===== src/rtl/pipeline_pkg.sv =====
// Shared pipeline definitions: scoreboard entry layout and stage numbering.
package pipeline_pkg;

  localparam int REG_AW = 5;

  // Forwarding select encoding: 0 = register file, k = result of stage k.
  localparam int SEL_RF  = 0;
  localparam int STG_EX  = 1;
  localparam int STG_MEM = 2;
  localparam int STG_WB  = 3;

  // One in-flight destination write.
  typedef struct packed {
    logic              v;
    logic [REG_AW-1:0] rw;
    logic              we;
    logic              ld;
  } sb_entry_t;

endpackage


===== src/rtl/fwd_match.sv =====
// Per-operand priority encoder: youngest in-flight write to the source
// register gives the forwarding stage; a load too young to forward is a hazard.
module fwd_match
  import pipeline_pkg::*;
#(
  parameter int DEPTH      = 3,
  parameter int LOAD_STAGE = 2,
  parameter int SEL_W      = $clog2(DEPTH + 1)
) (
  input  sb_entry_t [DEPTH:1] entries_i,
  input  logic [REG_AW-1:0]   r_i,
  input  logic                used_i,
  input  logic                valid_i,
  output logic [SEL_W-1:0]    sel_o,
  output logic                haz_o
);

  // Scan oldest to youngest so the smallest matching stage is the one kept.
  always_comb begin
    sel_o = '0;
    haz_o = 1'b0;
    if (valid_i && used_i && (r_i != '0)) begin
      for (int k = DEPTH; k >= 1; k--) begin
        if (entries_i[k].v && entries_i[k].we && (entries_i[k].rw == r_i)) begin
          sel_o = SEL_W'(k);
          haz_o = entries_i[k].ld && (k < LOAD_STAGE);
        end
      end
    end
  end

endmodule


===== src/rtl/hazard_scoreboard.sv =====
// ID-stage hazard scoreboard: tracks in-flight destination writes in its own
// shift pipe and produces operand forwarding selects and the load-use bubble.
module hazard_scoreboard #(
  parameter  int REG_AW     = pipeline_pkg::REG_AW,
  parameter  int DEPTH      = 3,
  parameter  int LOAD_STAGE = 2,
  parameter  int CNT_W      = 16,
  localparam int SEL_W      = $clog2(DEPTH + 1)
) (
  input  logic              clk,
  input  logic              rst,
  input  logic              id_valid,
  input  logic [REG_AW-1:0] id_ra,
  input  logic [REG_AW-1:0] id_rb,
  input  logic              id_ra_used,
  input  logic              id_rb_used,
  input  logic [REG_AW-1:0] id_rw,
  input  logic              id_we,
  input  logic              id_is_load,
  input  logic              flush,
  input  logic              hold,
  output logic [SEL_W-1:0]  fwd_a_sel,
  output logic [SEL_W-1:0]  fwd_b_sel,
  output logic              bubble,
  output logic [CNT_W-1:0]  bubble_cnt,
  output logic [CNT_W-1:0]  flush_cnt
);
  import pipeline_pkg::*;

  localparam int PKG_AW = pipeline_pkg::REG_AW;
  localparam logic [SEL_W:0] SEL_MAX = (SEL_W + 1)'(DEPTH);

  // The entry struct carries the package register width; narrower indices are zero-extended.
  if (DEPTH < 2 || LOAD_STAGE < 1 || LOAD_STAGE >= DEPTH || REG_AW > PKG_AW) begin : g_bad_params
    $error("hazard_scoreboard: illegal DEPTH/LOAD_STAGE/REG_AW combination");
  end

  sb_entry_t [DEPTH:1] entry_q, entry_d;
  logic [CNT_W-1:0]    bubble_cnt_q, bubble_cnt_d;
  logic [CNT_W-1:0]    flush_cnt_q, flush_cnt_d;
  logic                haz_a, haz_b;

  fwd_match #(.DEPTH(DEPTH), .LOAD_STAGE(LOAD_STAGE), .SEL_W(SEL_W)) u_match_a (
    .entries_i (entry_q),
    .r_i       (PKG_AW'(id_ra)),
    .used_i    (id_ra_used),
    .valid_i   (id_valid),
    .sel_o     (fwd_a_sel),
    .haz_o     (haz_a)
  );

  fwd_match #(.DEPTH(DEPTH), .LOAD_STAGE(LOAD_STAGE), .SEL_W(SEL_W)) u_match_b (
    .entries_i (entry_q),
    .r_i       (PKG_AW'(id_rb)),
    .used_i    (id_rb_used),
    .valid_i   (id_valid),
    .sel_o     (fwd_b_sel),
    .haz_o     (haz_b)
  );

  // Flush and hold both suppress the stall: a killed or frozen instruction needs no bubble.
  assign bubble = (haz_a | haz_b) & ~flush & ~hold;

  // Advance the pipe and the saturating counters unless frozen.
  always_comb begin
    entry_d      = entry_q;
    bubble_cnt_d = bubble_cnt_q;
    flush_cnt_d  = flush_cnt_q;
    if (!hold) begin
      for (int k = DEPTH; k >= 2; k--) begin
        entry_d[k] = entry_q[k-1];
      end
      entry_d[1].v  = id_valid & ~bubble & ~flush;
      entry_d[1].rw = PKG_AW'(id_rw);
      entry_d[1].we = id_we;
      entry_d[1].ld = id_is_load;
      if (bubble && (bubble_cnt_q != '1)) bubble_cnt_d = bubble_cnt_q + 1'b1;
      if (flush && (flush_cnt_q != '1))   flush_cnt_d  = flush_cnt_q + 1'b1;
    end
  end

  // State register; reset forgets every in-flight write.
  always_ff @(posedge clk) begin
    if (rst) begin
      entry_q      <= '0;
      bubble_cnt_q <= '0;
      flush_cnt_q  <= '0;
    end else begin
      entry_q      <= entry_d;
      bubble_cnt_q <= bubble_cnt_d;
      flush_cnt_q  <= flush_cnt_d;
    end
  end

  assign bubble_cnt = bubble_cnt_q;
  assign flush_cnt  = flush_cnt_q;

  // Selects must always name the register file or a tracked stage.
  always_ff @(posedge clk) begin
    if (!rst) begin
      assert (({1'b0, fwd_a_sel} <= SEL_MAX) && ({1'b0, fwd_b_sel} <= SEL_MAX));
    end
  end

endmodule

===== config.mk =====
export PLATFORM = sky130hd
export DESIGN_NAME = hazard_scoreboard
export DESIGN_NICKNAME = d
export VERILOG_FILES = /design/src/rtl/pipeline_pkg.sv /design/src/rtl/fwd_match.sv /design/src/rtl/hazard_scoreboard.sv
export SDC_FILE = /design/constraint.sdc
export NUM_CORES = 1
export LEC_CHECK = 0
export BUFFER_PORTS_ARGS = -buffer_cell sky130_fd_sc_hd__buf_4
export CAP_MARGIN = 10
export CORE_UTILIZATION = 54
export DETAILED_ROUTE_END_ITERATION = 10
export MAX_ROUTING_LAYER = met4
export PLACE_DENSITY_LB_ADDON = 0.08
export SLEW_MARGIN = 20
export SYNTH_ARGS = -nofsm -noshare
export SYNTH_HDL_FRONTEND = slang
export SYNTH_SLANG_ARGS = --single-unit

===== constraint.sdc =====
create_clock -name clk -period 2.3 [get_ports clk]
set_clock_uncertainty 0.1 [all_clocks]
set_input_delay 0.23 -clock clk [delete_from_list [all_inputs] [get_ports clk]]
set_output_delay 0.23 -clock clk [all_outputs]
set_load 0.05 [all_outputs]

After elaboration in Yosys (flattened, before gate mapping)
Cells that the tools add are included.
W data, S select, Z words.
{ "op_classes": {"reduce_logical": 19, "bitwise_logic": 8, "eq_ne": 8, "addsub": 2, "muxes": 12} }
{ "ops": {"columns": ["operator", "n"], "rows": [
  ["$add A16 B1 Y16 const B", 2],
  ["$ne A16 B16 Y1 const B", 2],
  ["$eq A5 B5 Y1", 6],
  ["$mux W2", 8],
  ["$logic_and A1 B1 Y1", 15],
  ["$reduce_bool A5 Y1", 2],
  ["$and A1 B1 Y1", 4],
  ["$mux W1", 4],
  ["$reduce_and A2 Y1", 2],
  ["$not A1 Y1", 3],
  ["$or A1 B1 Y1", 1]
]} }
{ "word_totals": {"regBits": 54, "inputBits": 24, "wordCells": 61, "out_inout_bits": 37} }

Longest topological paths before layout
{ "depth": {"depth_word": 10, "depth_mapped": 10, "depth_no_buf": 7} }

Modules after synthesis
From an unflattened synthesis, not the netlist that was laid out.
{ "hier_totals": {"hier_cells": 345, "area_unflattened_um2": 3101.7} }
{ "modules_own_cells": {"columns": ["mod", "seq_area_each_um2", "area_each_um2", "instances", "cells_each"], "rows": [
  ["hazard_scoreboard", 1121.1, 2656.3, 1, 285],
  ["fwd_match", 0.0, 222.7, 2, 30]
]} }

Worst setup path before layout
No wires, ideal clock.
{ "synth_timing": {"path_type": "reg-to-reg", "from": "register bubble_cnt_q[0], in the netlist bubble_cnt[0]", "to": "register bubble_cnt_q[1], in the netlist bubble_cnt[1]", "path_slack_ns": -0.201, "path_buffers": 3, "t_required_ns": 2.072, "setup_ns": 0.128, "path_stages_with_launch": 11, "synth_period_minus_slack_ns": 2.501, "t_arrival_ns": 2.274, "cell_sequence": "dfxtp_1 > ha_1 > and3_1 > nand2b_1 > clkbuf_1 > o31ai_1 > a21o_4 > buf_6 > buf_2 > mux2i_1 > nor2_1"} }
{ "synth_between": {"elab_chain_cells": 3, "elab_cells_between_ends": 4, "cone_classes": "1 x add/sub; 1 x eq/ne; 2 x reduce/logical"} }
{ "synth_lines": {"columns": ["item", "line", "text"], "rows": [
  ["from (decl)", "hazard_scoreboard.sv:39", "logic [CNT_W-1:0] bubble_cnt_q, bubble_cnt_d;"],
  ["from (signal assigned)", "hazard_scoreboard.sv:90", "bubble_cnt_q <= bubble_cnt_d;"],
  ["branches (longest 3 deep; another with $add A16 B1 Y16)", null, null]
]} }
Several ways; the timed one is not identified.
A chain may end at the register's enable or synchronous reset.

Worst setup path after layout
{ "layout_timing": {"from": "register entry_q[3] in the netlist's numbering", "to": "output bubble"} }
{ "layout_between": {"elab_chain_cells": 7, "elab_cells_between_ends": 11, "cone_classes": "2 x eq/ne; 4 x mux; 3 x bitwise; 2 x reduce/logical"} }
{ "layout_lines": {"columns": ["item", "line", "text"], "rows": [
  ["from (decl)", "hazard_scoreboard.sv:38", "sb_entry_t [DEPTH:1] entry_q, entry_d;"],
  ["from (signal assigned)", "hazard_scoreboard.sv:89", "entry_q <= entry_d;"],
  ["$eq A5 B5 Y1", "fwd_match.sv:24", "if (entries_i[k].v && entries_i[k].we && (entries_i[k].rw == r_i)) begin"],
  ["$logic_and A1 B1 Y1", "fwd_match.sv:24", null],
  ["$mux W1", "fwd_match.sv:24", null],
  ["$mux W1", "fwd_match.sv:22", "if (valid_i && used_i && (r_i != '0)) begin"],
  ["$or A1 B1 Y1 (*)", "hazard_scoreboard.sv:62", "assign bubble = (haz_a | haz_b) & ~flush & ~hold;"],
  ["$and A1 B1 Y1 (*) (2 in series)", "hazard_scoreboard.sv:62", null],
  ["to (decl)", "hazard_scoreboard.sv:24", "output logic bubble,"]
]} }
Every way passes the cells marked *; elsewhere a longest branch is shown, timed or not.

==> flow_summary.ini <==
[synthesis]
synth_ff_type = dfxtp_1
syn_nets = 326
ys_types = 39
synth_edf_count = 0
synth-async-reset-ratio_pct = 0
synth.avg_cell_area_um2 = 9.00
synth_cells = 300
ys_warn_count = 0
ys_ff_latch = 54
syn-cell-area_mm2 = 0.00270
seq_area_frac_synth_pct = 40.0

[timing]
fmax_mhz = 452
finalSetupTns_ns = 0
post-route-period-util_pct = 96.1
finalMaxSlewViolations = 0
setup_viol = 0
hold_viol_final = 0
final.min_clock_period_ns = 2.21
max_slew_margin_pct = 63.9
worst_pin_slew_ns = 0.542

[drt]
first_iter_violations = 92
wl_per_cell_um = 13.7
highest_layer = met4
drtPass1Iterations = 4
drc_errors = 0
drt-total-wl_um = 5910
vias = 2349
route.met3.wl_um = 200
ant_nets = 0
met2_wirelength_um = 2940
wl_met1_um = 2710
vias_per_cell = 5.46

[placed_design]
hpwl_um = 4190
place_inst = 421
io_buffers = 60
gp_congestion = 0.922

[global_route]
grt_max_degree = 55
grt_pass1_wl_um = 9710
grt_pass1_vias = 2135
grt_remaining_overflow = 0
antenna_found_initial = 0
grtUsageTotal_pct = 23.9

[worst_setup_path]
worstPathRequired_ns = 1.97
critical_path_class = reg -> out
arrival_ns = 1.88
startpoint_type = flop
crit_chain = xnor2_1 -> nand4_1 -> or4_4 -> a21boi_2 -> buf_6 -> buf_8
end_kind = primary output
crit_path_max_fanout = 5
crit_slowest_cell = or4_4
slowest_delay_ns = 0.45

[floorplan]
die_x_um = 72.7
fp.dieH_um = 72.7
rows = 25
start_util_pct = 56.8
die_area_mm2 = 0.00529
boundaryPins = 61
fp.coreArea_mm2 = 0.00475

[power]
finalPower_w = 0.00176
p_per_area_mw_per_mm2 = 514
irDropWorstVdd_mv = 0.431
p_leak_nw = 1.41

[layout]
finish.net_count = 388
syn_to_final_growth_pct = 26.7
diodes = 0
fin_cells = 430
layout-drive-gt1-share_pct = 27.0

[status]
status = completed

[hold_path]
hold_class = in -> reg

[clock_tree]
cts_tree = built
cts_num_sinks = 54
clk_pin_slew_ns = 0.10
clock_latency_ns = 0.29
cts_made_buffers = 5
clock-root-buffer = clkbuf_8
cts_max_level = 2
clock_path_buffers = 2

[job]
max_cap_violations = 0
-- per-layer routing --
metal / GRT usage, % / vias up
li1: - / 1193
met5: - / -
met2: 40.0 / 42
met1: 29.8 / 1110
met4: 7.19 / 0
met3: 3.45 / 4
-- cell type report --
class                           instances  area, um^2
Timing Repair Buffer                   68         522
Tap cell                               67        83.8
Multi-Input combinational cell        229        1600
Fill cell                             393        1330
Sequential cell                        54        1090
Inverter                                4        15.0
Clock buffer                            5        68.8
Clock inverter                          3        40.0
-- repair_timing --
item / CTS / global route
pin swaps: 0 / 2
hold buffers: 0 / 0
gates resized for setup: 2 / 13
setup endpoints to repair: 1 / 10
buffers inserted: 0 / 1
-- registers in the layout, indices dropped and copies added (netlist names) --
register,cells
bubble_cnt,16
entry_q,22
flush_cnt,16
-- worst paths after layout --
path	start	endpoint	slack, ns	depth (start not counted)
worst max-delay path	entry_q[3]	bubble	0.09	6
worst min-delay path	id_rw[3]	entry_q[5]	0.06	3
worst max register to register	entry_q[3]	bubble_cnt[6]	0.13	6
worst min register to register	entry_q[7]	entry_q[7]	0.39	2
-- Yosys cell counts (2+ instances only) --
library cell  number  share of area (%)
and4_1             3               0.97
nand4_1           10                2.3
a211oi_1           2               0.56
xor2_1            31                 10
a41oi_1            4                1.3
a31oi_1            3               0.69
a21oi_1           13                2.4
nand3_1           15                2.8
a311oi_1           3               0.97
nor3_1             3               0.56
o21ai_0            8                1.5
inv_1              4               0.56
and3_1             5                1.2
nand2_1           10                1.4
or3_1              9                2.1
or4_4              2               0.83
dfxtp_1           54                 40
nor4_1             4               0.93
mux2i_1           23                8.5
xnor2_1           15                4.9
clkbuf_1          10                1.4
o31ai_1            5                1.4
nor2_1            42                5.8
or4_1              6                1.7
ha_1               2               0.93
-- critical path: cells and delay by family (launching register included) --
kind,cells,cell delay [ns]
flip-flops,1,0.36
XOR/XNOR,1,0.17
AND/OR/NAND/NOR,2,0.60
buffers and inverters,2,0.28
AO/OA/AOI/OAI,1,0.18
-- report_power, final --
group	internal [W]	switching [W]	leakage, nW	total [W]
registers	0.000951	0.0000206	0.441	0.000972
clock network	0.000321	0.000296	0.0579	0.000617
logic	0.0000826	0.0000888	0.913	0.000171
-- cell families after synthesis --
family / Yosys count / share of synthesized area, %
simple gates: 116 / 22.4
flops: 54 / 40.0
xor+xnor: 46 / 14.9
compound gates: 42 / 10.5
mux: 23 / 8.52
buf+inv: 17 / 2.69
fa+ha+maj: 2 / 0.926
-- layout by cell type (no fill, tap or decap), drive strengths merged, types with 3 or more instances in the layout --
| cell | n |
|---|---|
| a21oi | 13 |
| a311oi | 3 |
| a31oi | 3 |
| a41oi | 4 |
| and3 | 5 |
| and4 | 3 |
| buf | 68 |
| clkbuf | 5 |
| dfxtp | 54 |
| inv | 4 |
| mux2i | 23 |
| nand2 | 10 |
| nand3 | 15 |
| nand4 | 10 |
| nor2 | 42 |
| nor3 | 3 |
| nor4 | 4 |
| o21ai | 8 |
| o31ai | 5 |
| or3 | 9 |
| or4 | 8 |
| xnor2 | 15 |
| xor2 | 31 |
-- through the flow --
step	instance area [um^2]	worst slack, ns	hold WS [ns]	util, %
finish	3420	0.0899	0.0593	72.0
global route	3420	-0.0240	0.0509	72.0
CTS	3360	0.00328	0.0574	70.6
detailed placement	3240	0.0836	0.370	68.2
global placement	3240	0.0978	0.359	68.2
floorplan	2720	-0.0199	0.274	-
Note: power is estimated with default switching activity, not from simulation.
